`src/rtl/mod_interrupt.sv`:
```
// ---------------------------------------------------------------------------
// mod_interrupt
//   Interrupt controller for the peripheral data bus. Rising edges on the
//   source lines set pending bits; pending & MASK, gated by GIE, raises a
//   registered request to the CPU. On acknowledge the lowest active source
//   index is latched into CAUSE, its pending bit is cleared and GIE is
//   dropped so software must re-enable before the next request.
//
// Ports
//   clk_i      system clock, all state updates on the falling edge
//   rst_ni     asynchronous active-low reset
//   ie_i       instruction-bus enable (no instruction space, unused)
//   de_i       data-bus enable for this block
//   iaddr_i    instruction address (unused)
//   daddr_i    data address, [3:2] selects MASK/STATUS/CTRL/CAUSE
//   drw_i      [0] = write, [1] = read
//   din_i      write data
//   iout_o     instruction read data, always 0
//   dout_o     data read data, combinational from daddr_i while de_i
//   irq_i      raw interrupt sources, active-high, bit 0 = timer
//   int_ack_i  CPU acknowledge pulse
//   cpu_int_o  interrupt request to CPU
//
// State   | meaning
// --------+-----------------------------------------------------------
// IDLE    | no request presented, cpu_int_o low
// REQ     | request presented to CPU, waiting for ack or withdrawal
// ---------------------------------------------------------------------------
module mod_interrupt #(
    parameter int unsigned NSRC = 8
) (
    input  logic            clk_i,
    input  logic            rst_ni,
    input  logic            ie_i,
    input  logic            de_i,
    input  logic [31:0]     iaddr_i,
    input  logic [31:0]     daddr_i,
    input  logic [1:0]      drw_i,
    input  logic [31:0]     din_i,
    output logic [31:0]     iout_o,
    output logic [31:0]     dout_o,
    input  logic [NSRC-1:0] irq_i,
    input  logic            int_ack_i,
    output logic            cpu_int_o
);

    typedef enum logic {ST_IDLE = 1'b0, ST_REQ = 1'b1} state_t;

    state_t            state_q, state_d;
    logic [NSRC-1:0]   mask_q, mask_d;
    logic [NSRC-1:0]   pend_q, pend_d;
    logic [NSRC-1:0]   prev_q;
    logic              gie_q, gie_d;
    logic              cause_vld_q, cause_vld_d;
    logic [4:0]        cause_idx_q, cause_idx_d;

    logic              wr_mask, wr_stat, wr_ctrl;
    logic [NSRC-1:0]   edge_set, w1c, pend_kept, active, ack_active, ack_onehot;
    logic [4:0]        ack_idx;
    logic              req, ack_ok;
    logic [31:0]       mask_ext, pend_ext;

    logic unused_ok;
    assign unused_ok = ^{ie_i, iaddr_i, daddr_i[31:4], daddr_i[1:0], drw_i[1], din_i};

    assign iout_o = '0;

    always_comb begin
        wr_mask   = de_i & drw_i[0] & (daddr_i[3:2] == 2'd0);
        wr_stat   = de_i & drw_i[0] & (daddr_i[3:2] == 2'd1);
        wr_ctrl   = de_i & drw_i[0] & (daddr_i[3:2] == 2'd2);
        edge_set  = irq_i & ~prev_q;
        w1c       = wr_stat ? din_i[NSRC-1:0] : '0;
        pend_kept = pend_q & ~w1c;
        active    = pend_q & mask_q;
        req       = gie_q & (|active);
        // The ack is judged against pending after this cycle's W1C, so an
        // ack racing a software clear of the last bit is dropped and CAUSE
        // keeps its old value. A GIE write in the same cycle does not
        // cancel the ack.
        ack_active = pend_kept & mask_q;
        ack_ok     = int_ack_i & (state_q == ST_REQ) & gie_q & (|ack_active);
    end

    // Lowest index wins: scan downward so the last hit is the lowest bit.
    always_comb begin
        ack_idx    = '0;
        ack_onehot = '0;
        for (int i = NSRC - 1; i >= 0; i--) begin
            if (ack_active[i]) begin
                ack_idx       = 5'(i);
                ack_onehot    = '0;
                ack_onehot[i] = 1'b1;
            end
        end
    end

    always_comb begin
        mask_d      = wr_mask ? din_i[NSRC-1:0] : mask_q;
        // New edges are OR'd last so a set beats a clear on the same bit.
        pend_d      = (pend_kept & ~(ack_ok ? ack_onehot : '0)) | edge_set;
        gie_d       = gie_q;
        if (wr_ctrl) gie_d = din_i[0];
        if (ack_ok)  gie_d = 1'b0;
        cause_vld_d = cause_vld_q;
        cause_idx_d = cause_idx_q;
        if (ack_ok) begin
            cause_vld_d = 1'b1;
            cause_idx_d = ack_idx;
        end
    end

    always_ff @(negedge clk_i or negedge rst_ni) begin
        if (!rst_ni) begin
            mask_q      <= '0;
            pend_q      <= '0;
            prev_q      <= '0;
            gie_q       <= 1'b0;
            cause_vld_q <= 1'b0;
            cause_idx_q <= '0;
        end else begin
            mask_q      <= mask_d;
            pend_q      <= pend_d;
            prev_q      <= irq_i;
            gie_q       <= gie_d;
            cause_vld_q <= cause_vld_d;
            cause_idx_q <= cause_idx_d;
        end
    end

    // FSM: state register
    always_ff @(negedge clk_i or negedge rst_ni) begin
        if (!rst_ni) state_q <= ST_IDLE;
        else         state_q <= state_d;
    end

    // FSM: next state
    always_comb begin
        state_d = state_q;
        case (state_q)
            ST_IDLE: if (req) state_d = ST_REQ;
            ST_REQ:  if (ack_ok || !req) state_d = ST_IDLE;
            default: state_d = ST_IDLE;
        endcase
    end

    // FSM: outputs (decoded straight from the state flop, so glitch-free)
    always_comb begin
        cpu_int_o = (state_q == ST_REQ);
    end

    always_comb begin
        mask_ext             = '0;
        mask_ext[NSRC-1:0]   = mask_q;
        pend_ext             = '0;
        pend_ext[NSRC-1:0]   = pend_q;
        dout_o               = '0;
        if (de_i) begin
            case (daddr_i[3:2])
                2'd0:    dout_o = mask_ext;
                2'd1:    dout_o = pend_ext;
                2'd2:    dout_o = {31'd0, gie_q};
                default: dout_o = {cause_vld_q, 26'd0, cause_idx_q};
            endcase
        end
    end

endmodule

```
`config.mk`:
```
export PLATFORM = sky130hd
export DESIGN_NAME = mod_interrupt
export DESIGN_NICKNAME = d
export VERILOG_FILES = /design/src/rtl/mod_interrupt.sv
export SDC_FILE = /design/constraint.sdc
export NUM_CORES = 1
export LEC_CHECK = 0
export ABC_CLOCK_PERIOD_IN_PS = 4900
export BUFFER_PORTS_ARGS = -buffer_cell sky130_fd_sc_hd__buf_2
export CAP_MARGIN = 20
export CORE_ASPECT_RATIO = 1.25
export CORE_UTILIZATION = 30
export CTS_CLUSTER_SIZE = 30
export DETAILED_ROUTE_END_ITERATION = 6
export PLACE_DENSITY = 0.75
export REMOVE_ABC_BUFFERS = 1
export SYNTH_ARGS = -nofsm -noshare
export SYNTH_HDL_FRONTEND = slang
export SYNTH_SLANG_ARGS = --single-unit
```
`constraint.sdc`:
```
create_clock -name clk_i -period 4.9 [get_ports clk_i]
set_input_delay 0.735 -clock clk_i [delete_from_list [all_inputs] [get_ports clk_i]]
set_output_delay 0.735 -clock clk_i [all_outputs]
set_load 0.02 [all_outputs]
```
### After elaboration in Yosys (flattened, before gate mapping)

Cells that the tools add are included.

* register bits: 32
* logic and storage cells: 58

* equality and inequality tests: 2
* mux-type cells: 25
* bitwise gates (word level): 18
* reductions and logical operators: 6

Operators with widths (number)
* 32-bit one-hot mux with 3 select lines: 1
* 8-bit two-way mux: 10
* 8-bit bitwise AND: 5
* 5-bit two-way mux: 7
* 32-bit two-way mux: 1
* 8-bit inverter: 3
* 8-bit OR reduction: 2
* 1-bit bitwise AND: 8
* 8-bit OR: 1
* 1-bit two-way mux: 4
* 3-bit two-way mux: 1
* 2-bit by 1-bit equality test with 1-bit output (second input constant): 1
* 2-bit equality test (second input constant): 1
* 2-bit logical NOT: 1
* 1-bit one-hot mux with 2 select lines: 1
* 2-bit nonzero test: 1
* 1-bit logical NOT: 1
* 1-bit logical OR: 1
* 1-bit inverter: 1

### Logic depth before layout (Yosys ltp)

Gate-level depths: netlist of the first run.

* word-level depth: 18
* gate-level depth with buffers: 8
* depth with buffers taken out: 5

==> implementation parameters, run 1 <==
Parameter                              Value

Detailed routing
  Post-route DRC    0
  Violation count after the first detailed-route iteration    49
  DR vias/cell    4.29
  Final Routed Wirelength    3.96 mm
  Routed wire per std cell    11.7 um
  Antenna Violating Nets Remaining    0
  Via count    1446
  Initial DRT Pass Iterations    4

Cells and area
  Final net count    roughly 360
  Multi-input logic area    approximately 950 sq um
  FILL cells    673
  Share of post-route cells with drive strength above 1    0.282
  Final cell count without fillers    337
  Layout-stage area growth over the synthesis result    10.4%
  Number of antenna cells inserted    0
  Most frequent standard cell in the layout excluding fill and tap cells    conb_1
  Most frequent cells in the layout    55 x conb_1, 32 x buf_2, 30 x dfrtn_1
  Storage cell area    751 sq um
  Final core utilization    0.348

Worst setup path
  Ordered cell list for the critical path    buf_2 -> and4b_1 -> buf_4 -> a21oi_1 -> nor4_4 -> a31oi_4 -> mux2_4
  Slowest library cell on the worst path    nor4_4
  Critical path peak fanout    13
  Worst path top cell family by delay    simple AND/OR/NAND/NOR gates
  Required time of the critical path    2.58 ns
  Type of the worst setup path    in2reg
  Startpoint type of the worst setup path    input port
  Data arrival time of the critical path    about 2.3 ns
  Maximum single-stage delay on the critical path    roughly 0.34 ns
  Critical path buffer and inverter count    2
  Type of element capturing the critical path    flop

Die
  Core Rows    32
  Initial core utilization    0.315
  Chip height    92.8 um
  Core ar.    6290 sq um
  I/O pin count    roughly 180
  Die Area    6930 sq um
  Horiz. Die Dim    74.7 um

Synthesis
  Post-synth top area share    0.379
  Count of flip-flops with a built-in enable after synthesis    0
  Share of the synthesized area in compound gates (AO/OA/AOI/OAI)    0.115
  Post-synthesis share of cell area spent on xor and xnor gates    0
  Library cell with the largest summed area after synthesis    dfrtn_1
  Number of synthesized register bits    30
  Part of the Yosys area used for sequential elements    0.379
  Largest family of logic cells by synthesized area    buffers and inverters
  Cell count after synthesis    205
  Unique cell type count in the Yosys netlist    39
  Mux share of post-synthesis cell area    0.106
  Primary flip-flop cell chosen by synthesis mapping    dfrtn_1
  Synth Area in Simple Gates    0.155
  Synth warnings    0
  Adder-cell area share of the yosys netlist    0
  Mean Syn Cell Area    9.66 sq um
  Most area-consuming cells after synthesis    dfrtn_1 38%, buf_4 21%, mux2_2 5.7%
  Ys async rst share    1.00
  Synthesized cell area    1980 sq um

Clocking
  PostCTS Resize Cnt    0
  Number of clock sinks    30
  Root buf cell    clkbuf_8
  Clock Path Buffers    2
  Clk pin slew, worst setup/hold paths    0.05 ns
  Clk_lat worst skew    between 0.2 and 0.3 ns
  Quantity of hold-fixing buffers added after cts    0
  CTS Buf Count    5
  Post-CTS Setup Repair Bufs    0
  CTS tree    yes
  Depth of the CTS H-tree    2

Power and ir drop
  Sequential fraction of design power    0.426
  Combinational cell fraction of total power    0.337
  P_int    0.499 mW
  Switching Fraction    0.359
  Leakage    roughly 1.1 nW
  Worst supply voltage drop on vdd    around 0.00012 V
  Reported net switching power    0.279 mW
  Proportion of power drawn by the clock network    0.237
  Power Density    approximately 360 nW/um^2

STA
  Worst-case hold slack    ~0.39 ns
  Setup repair after global routing missed its margin    false
  Slew headroom    0.544
  Transition time of the tightest slew-check pin    0.684 ns
  Number of max-slew violations in the final report    0
  Final count of hold timing violations    0
  Total Neg Setup Slack    0 ns
  Final setup violation count    0
  Skew final    ~0.0048 ns
  Post-route setup slack    0.275 ns

GRT
  Antenna violations before repair    0
  Overflow left after global routing    0
  Number of global-route vias before repair    1342
  Pin count of the biggest net entering global routing    31
  First-pass GRT wire length    6.23 mm
  All-Layer GR Usage    0.120

Worst hold path
  Class of the tightest hold or removal check    reg2reg

Outcome
  Result of the run    finished, final reports clean

Place
  Placed wire-length estimate after detailed placement    3.03 mm
  Placement-stage worst setup slack    -0.0297 ns
  Final GP Congestion    0.853
  Cell Count Post-Placement    330
  Count of input and output buffers    32

Flow run
  Count of maximum capacitance violations    0
==> final cells by class <==
type | instances | area share
Clock inverter | 2 | 0.00458
Timing Repair Buffer | 46 | 0.121
Tap cell | 85 | 0.0487
Clock buffer | 5 | 0.0315
Sequential cell | 30 | 0.343
Inverter | 9 | 0.0155
Multi-Input combinational cell | 160 | 0.435
==> logic make-up after synthesis <==
family                 Yosys count
AOI/OAI and AO/OA               29
buffers and inverters           69
DFF                             30
muxes                           18
other                            1
and+or+nand+nor                 58
==> per-stage QoR <==
step,area [sq um],power [mW]
CTS,2190,0.786
global placement,2110,0.589
global route,2190,0.829
floorplan,1740,0.516
detailed placement,2110,0.598
finish,2190,0.778
==> Yosys cell counts (3+ instances only) <==
master    n
buf_4    55
dfrtn_1  30
nand2_1  20
nor2_1   12
mux2_2   10
inv_1     9
a21oi_1   7
a32o_1    6
mux2i_1   6
nand4_1   4
nor2b_1   4
nand3_1   3
o21ai_0   3
==> path summary, 6_finish.rpt <==
path / from / end / slack [ns] / depth (start not counted)
setup reg to reg: mask_q[0]$_DFFE_NN0P_ / cause_idx_q[0]$_DFFE_NN0P_ / 3.17 / 5
hold / removal: prev_q[5]$_DFF_NN0_ / pend_q[5]$_DFF_NN0_ / 0.39 / 2
setup / recovery: daddr_i[3] / cause_idx_q[0]$_DFFE_NN0P_ / 0.27 / 7
min in group asynchronous: rst_ni / prev_q[0]$_DFF_NN0_ / 2.82 / 1
max in group asynchronous: rst_ni / mask_q[5]$_DFFE_NN0P_ / 1.61 / 1
hold reg to reg: prev_q[5]$_DFF_NN0_ / pend_q[5]$_DFF_NN0_ / 0.39 / 2
==> state kept, by name, summed over array words and instances, names as in the netlist <==
| register | count |
|---|---|
| mask_q | 8 |
| pend_q | 8 |
| prev_q | 8 |
| cause_idx_q | 3 |
| cause_vld_q | 1 |
| cpu_int_o | 1 |
| gie_q | 1 |
==> power groups by stage <==
| stage | clock network [mW] | registers [mW] | logic, mW |
|---|---|---|---|
| after floorplan | 0 | 0.331 | 0.185 |
| after global placement | 0 | 0.332 | 0.257 |
| after detailed placement | 0 | 0.336 | 0.261 |
| after CTS | 0.191 | 0.332 | 0.262 |
| after global routing | 0.202 | 0.339 | 0.288 |
| final | 0.185 | 0.332 | 0.262 |
==> routing by layer <==
layer | vias up | global-route usage | share of wire
li1 | 679 | - | -
met1 | 687 | 0.151 | 0.45
met2 | 77 | 0.190 | 0.48
met3 | 3 | 0.0446 | 0.067
met4 | 0 | 0.0362 | 0.0086
met5 | - | 0 | 0
==> worst register-to-register path, stage by stage, from the launching register on <==
cell,delay [ns]
dfrtn_1,0.46
nand2_1,0.11
a21oi_1,0.28
nor2_1,0.14
a31oi_4,0.26
mux2_4,0.32
(Power assumes the default switching activity.)
==> inputs of run 2 (changes only) <==
--- a/config.mk
+++ b/config.mk
@@ -12,7 +12,7 @@
 export CORE_UTILIZATION = 30
 export CTS_CLUSTER_SIZE = 30
 export DETAILED_ROUTE_END_ITERATION = 6
-export PLACE_DENSITY = 0.75
+export PLACE_DENSITY = 0.71
 export REMOVE_ABC_BUFFERS = 1
 export SYNTH_ARGS = -nofsm -noshare
 export SYNTH_HDL_FRONTEND = slang
==> run 2 against run 1 <==
  * Clock power rose by 31%
  * Sequential cell count is the same
  * Die area unchanged
  * Design area increased by 0.34%
  * Global-route usage down 0.050 points
  * First-iteration DRC count fell by 4.1%
  * Utilization is 0.12 points higher
  * Routed wire length shrank 1.8%
  * Largest power group unchanged
==> implementation parameters, run 2 (same netlist as run 1, synthesis figures left out) <==
Parameter                              Value

Outcome
  Result of the run    finished, final reports clean

Clocking
  Number of clock sinks    30
  Post-CTS Setup Repair Bufs    0
  CTS Buf Count    5
  Clk pin slew, worst setup/hold paths    0.05 ns
  Clk_lat worst skew    0.29 ns
  CTS tree    yes
  Root buf cell    clkbuf_8
  Quantity of hold-fixing buffers added after cts    0
  Depth of the CTS H-tree    2
  PostCTS Resize Cnt    0
  Clock Path Buffers    2

Cells and area
  Largest registers    mask_q: 8 flops, pend_q: 8 flops, prev_q: 8 flops
  Most frequent standard cell in the layout excluding fill and tap cells    conb_1
  Final core utilization    0.349
  Final net count    360
  FILL cells    between 600 and 700
  Layout-stage area growth over the synthesis result    10.7%
  Number of antenna cells inserted    0
  Final cell count without fillers    335
  Share of post-route cells with drive strength above 1    0.276
  Most frequent cells in the layout    55 x conb_1, 32 x buf_2, 30 x dfrtn_1

Worst setup path
  Type of the worst setup path    in2reg
  Worst reg2reg path startpoint    mask_q[0]$_DFFE_NN0P_
  Type of element capturing the critical path    flop
  Critical path peak fanout    5
  Required time of the critical path    about 2.6 ns
  Startpoint type of the worst setup path    input port
  Crit path launch    daddr_i[2]
  Data arrival time of the critical path    roughly 2.3 ns
  Reg-to-reg setup timing slack    3.16 ns

STA
  Final count of hold timing violations    0
  Slew headroom    0.558
  Final setup violation count    0
  Transition time of the tightest slew-check pin    0.663 ns
  Number of max-slew violations in the final report    0
  Setup repair after global routing missed its margin    false
  Post-route setup slack    0.250 ns
  Skew final    0.00317 ns

Die
  Die Area    6930 sq um
  Chip height    about 93 um
  Core ar.    6290 sq um
  Initial core utilization    0.315
  Horiz. Die Dim    74.7 um
  I/O pin count    176
  Core Rows    32

GRT
  Pin count of the biggest net entering global routing    31
  First-pass GRT wire length    6.23 mm
  All-Layer GR Usage    0.120
  Overflow left after global routing    0
  Number of global-route vias before repair    1347
  Antenna violations before repair    0

Detailed routing
  Antenna Violating Nets Remaining    0
  Routed wire per std cell    between 10 and 15 um
  DR vias/cell    4.34
  Initial DRT Pass Iterations    4
  Violation count after the first detailed-route iteration    47
  Via count    1454
  Post-route DRC    0
  Final Routed Wirelength    3.89 mm

Power and ir drop
  Worst supply voltage drop on vdd    0.000116 V
  Leakage    1.09 nW
  Power Density    380 nW/um^2

Worst hold path
  Hold Startpoint    prev_q[6]$_DFF_NN0_
  Class of the tightest hold or removal check    reg2reg

Place
  Cell Count Post-Placement    about 330
  Placement-stage worst setup slack    -0.0446 ns
  Count of input and output buffers    32
  Placed wire-length estimate after detailed placement    about 3 mm
  Final GP Congestion    0.833

Flow run
  Count of maximum capacitance violations    0
[run 2: cell count changes in the layout (fill, tap and decap cells not counted)]
| cell | before | now |
|---|---|---|
| bufinv_16 | 0 | 1 |
| buf_4 | 14 | 11 |
[run 2: per-stage QoR]
step | total power [mW] | hold WS [ns] | area, sq um | TNS (ns)
after floorplan | 0.516 | 0.382 | 1740 | 0
after global placement | 0.586 | 0.387 | 2080 | -0.0247
after detailed placement | 0.593 | 0.402 | 2080 | -0.0679
after CTS | 0.842 | 0.404 | 2190 | 0
after global routing | 0.879 | 0.414 | 2190 | 0
final | 0.834 | 0.399 | 2190 | 0
[run 2: routing by layer]
layer,track usage,share of wire,vias up
met3,0.0457,0.081,11
met2,0.190,0.45,96
met1,0.145,0.44,669
li1,-,-,678
met4,0.0456,0.020,0
met5,0,0,-
[run 2: final timing paths]
| check | end | cells after the start |
|---|---|---|
| worst max-delay path | cause_idx_q[0]$_DFFE_NN0P_ | 7 |
| worst min-delay path | pend_q[6]$_DFF_NN0_ | 2 |
| worst max register to register | cause_idx_q[0]$_DFFE_NN0P_ | 5 |
| worst min register to register | pend_q[6]$_DFF_NN0_ | 2 |
| max in group asynchronous | pend_q[3]$_DFF_NN0_ | 1 |
| min in group asynchronous | cause_vld_q$_DFFE_NN0P_ | 1 |
[run 2: worst max-delay path, stage by stage]
cell and delay (ns):
buf_2 0.11, and4b_1 0.26, buf_4 0.18, a21oi_1 0.35, nor2_1 0.14, a31oi_4 0.24, mux2_4 0.32
[run 2: layout make-up]
type	instances	area [sq um]	share of cell area
multi-input combinational	160	951	0.434
clock buffer	5	68.8	0.0314
inverter	9	33.8	0.0154
clock inverter	3	40.0	0.0183
timing repair buffer	43	243	0.111
sequential	30	751	0.342
tap	85	106	0.0485
[run 2: power by group]
group | total, mW | switching, mW | internal [mW]
clock network | 0.243 | 0.0939 | 0.149
registers | 0.332 | 0.0330 | 0.299
logic | 0.259 | 0.157 | 0.103
==> inputs of run 3 (changes only) <==
==> constraint.sdc (replaced) <==
create_clock -name clk_i -period 4.9 [get_ports clk_i]
set_input_delay 0.49 -clock clk_i [delete_from_list [all_inputs] [get_ports clk_i]]
set_output_delay 0.49 -clock clk_i [all_outputs]
set_load 0.02 [all_outputs]
==> run 3 against run 2 <==
  * Die area unchanged
  * Utilization down 0.56 points
  * First-iteration DRC count up 51%
  * Largest power group unchanged
==> implementation parameters, run 3 (same netlist as run 1, synthesis figures left out) <==
Parameter                              Value

Outcome
  Result of the run    finished, final reports clean

Place
  Placement-stage worst setup slack    0.157 ns
  Final GP Congestion    0.832
  Cell Count Post-Placement    around 320
  Count of input and output buffers    32
  Placed wire-length estimate after detailed placement    3.00 mm

Die
  Core Rows    32
  Core ar.    around 6300 sq um
  Horiz. Die Dim    74.7 um
  I/O pin count    approximately 180
  Initial core utilization    0.315
  Chip height    92.8 um
  Die Area    a little under 7000 sq um

Worst hold path
  Class of the tightest hold or removal check    reg2reg
  Hold Startpoint    prev_q[0]$_DFF_NN0_
  Worst hold path cell count    3
  End of the worst hold path    pend_q[0]$_DFF_NN0_

GRT
  All-Layer GR Usage    0.120
  Antenna violations before repair    0
  Met1 demand-to-capacity share in global routing    0.156
  Met3 Use GR    0.0381
  Pin count of the biggest net entering global routing    31
  Most utilized layer in the global route result    met2
  Overflow left after global routing    0
  First-pass GRT wire length    6.24 mm
  Number of global-route vias before repair    1277
  Met2 usage in global routing    0.188

Detailed routing
  Initial DRT Pass Iterations    4
  Via count    1446
  Antenna Violating Nets Remaining    0
  Post-route DRC    0
  DR vias/cell    4.37
  Routed wire per std cell    11.9 um
  Final Routed Wirelength    between 3 and 4 mm
  Violation count after the first detailed-route iteration    around 70

Cells and area
  Layout-stage area growth over the synthesis result    8.97%
  Most frequent standard cell in the layout excluding fill and tap cells    conb_1
  Most frequent cells in the layout    55 x conb_1, 32 x buf_2, 30 x dfrtn_1
  Final cell count without fillers    331
  Number of antenna cells inserted    0
  Multi-input logic area    around 950 sq um
  FILL cells    658
  Final net count    356
  Storage cell area    approximately 750 sq um
  Share of post-route cells with drive strength above 1    0.260
  Largest registers    mask_q: 8 flops, pend_q: 8 flops, prev_q: 8 flops

Worst setup path
  Type of the worst setup path    in2reg
  Worst R2R Path Depth    5
  Data arrival time of the critical path    2.13 ns
  Worst reg2reg path startpoint    mask_q[2]$_DFFE_NN0P_
  RR Endpoint    cause_idx_q[0]$_DFFE_NN0P_
  Required time of the critical path    ~2.6 ns
  Critical path peak fanout    16
  Reg-to-reg setup timing slack    3.18 ns
  Startpoint type of the worst setup path    input port
  Type of element capturing the critical path    flop

Clocking
  Root buf cell    clkbuf_8
  Post-CTS Setup Repair Bufs    0
  Clk_lat worst skew    roughly 0.29 ns
  Clk pin slew, worst setup/hold paths    0.04 ns
  CTS tree    yes
  CTS Buf Count    5
  Depth of the CTS H-tree    2
  Quantity of hold-fixing buffers added after cts    0
  PostCTS Resize Cnt    0
  Clock Path Buffers    2
  Number of clock sinks    30

Flow run
  Count of maximum capacitance violations    0

STA
  Post-route setup slack    about 0.45 ns
  Total Neg Setup Slack    0 ns
  Skew final    ~0.0047 ns
  Transition time of the tightest slew-check pin    roughly 0.68 ns
  Final count of hold timing violations    0
  Worst-case hold slack    0.401 ns
  Number of max-slew violations in the final report    0
  Final setup violation count    0
  Slew headroom    0.544
  Setup repair after global routing missed its margin    false

Power and ir drop
  Power consumption    0.793 mW
  Power Density    367 nW/um^2
  Leakage    1.06 nW
  Worst supply voltage drop on vdd    0.000126 V
## run 3: worst max-delay path, cell delays in order
cell     delay, ns
buf_2         0.10
and4b_1       0.36
buf_12        0.18
a21oi_1       0.12
nor4_4        0.36
a31oi_4       0.18
mux2_4        0.32
## run 3: how the worst max path moves through the flow
stage                           from                    endpoint  slack [ns]  cells past startpoint
final                     daddr_i[3]  cause_idx_q[0]$_DFFE_NN0P_        0.45                      7
after global routing            de_i  cause_idx_q[0]$_DFFE_NN0P_        0.34                      7
after CTS                 daddr_i[3]  cause_idx_q[0]$_DFFE_NN0P_        0.45                      7
after detailed placement        de_i  cause_idx_q[0]$_DFFE_NN0P_        0.16                      7
after global placement    daddr_i[3]  cause_idx_q[0]$_DFFE_NN0P_        0.18                      7
after floorplan           daddr_i[3]  cause_idx_q[0]$_DFFE_NN0P_        0.29                      5
## run 3: area by class of cell
| type | instances | share of cell area |
|---|---|---|
| sequential | 30 | 0.348 |
| tap | 85 | 0.0493 |
| clock inverter | 1 | 0.00232 |
| multi-input combinational | 160 | 0.441 |
| inverter | 9 | 0.0157 |
| timing repair buffer | 39 | 0.104 |
| clock buffer | 7 | 0.0400 |
## run 3: power breakdown
group          switching, mW  total (mW)  leakage (nW)  internal (mW)
clock network         0.0874       0.200        0.0482          0.113
registers             0.0333       0.332         0.336          0.299
logic                  0.157       0.260         0.676          0.103
total                  0.278       0.793          1.06          0.515
## run 3: layer usage
metal / wire length (um) / share of wire
met5: 0 / 0
met4: 52 / 0.013
met3: 272 / 0.069
met2: 1840 / 0.47
met1: 1780 / 0.45
## run 3: per-stage QoR
step | instance area (sq um) | utilization
floorplan | 1740 | -
global placement | 2070 | 0.329
detailed placement | 2070 | 0.329
CTS | 2160 | 0.343
global route | 2160 | 0.343
finish | 2160 | 0.343
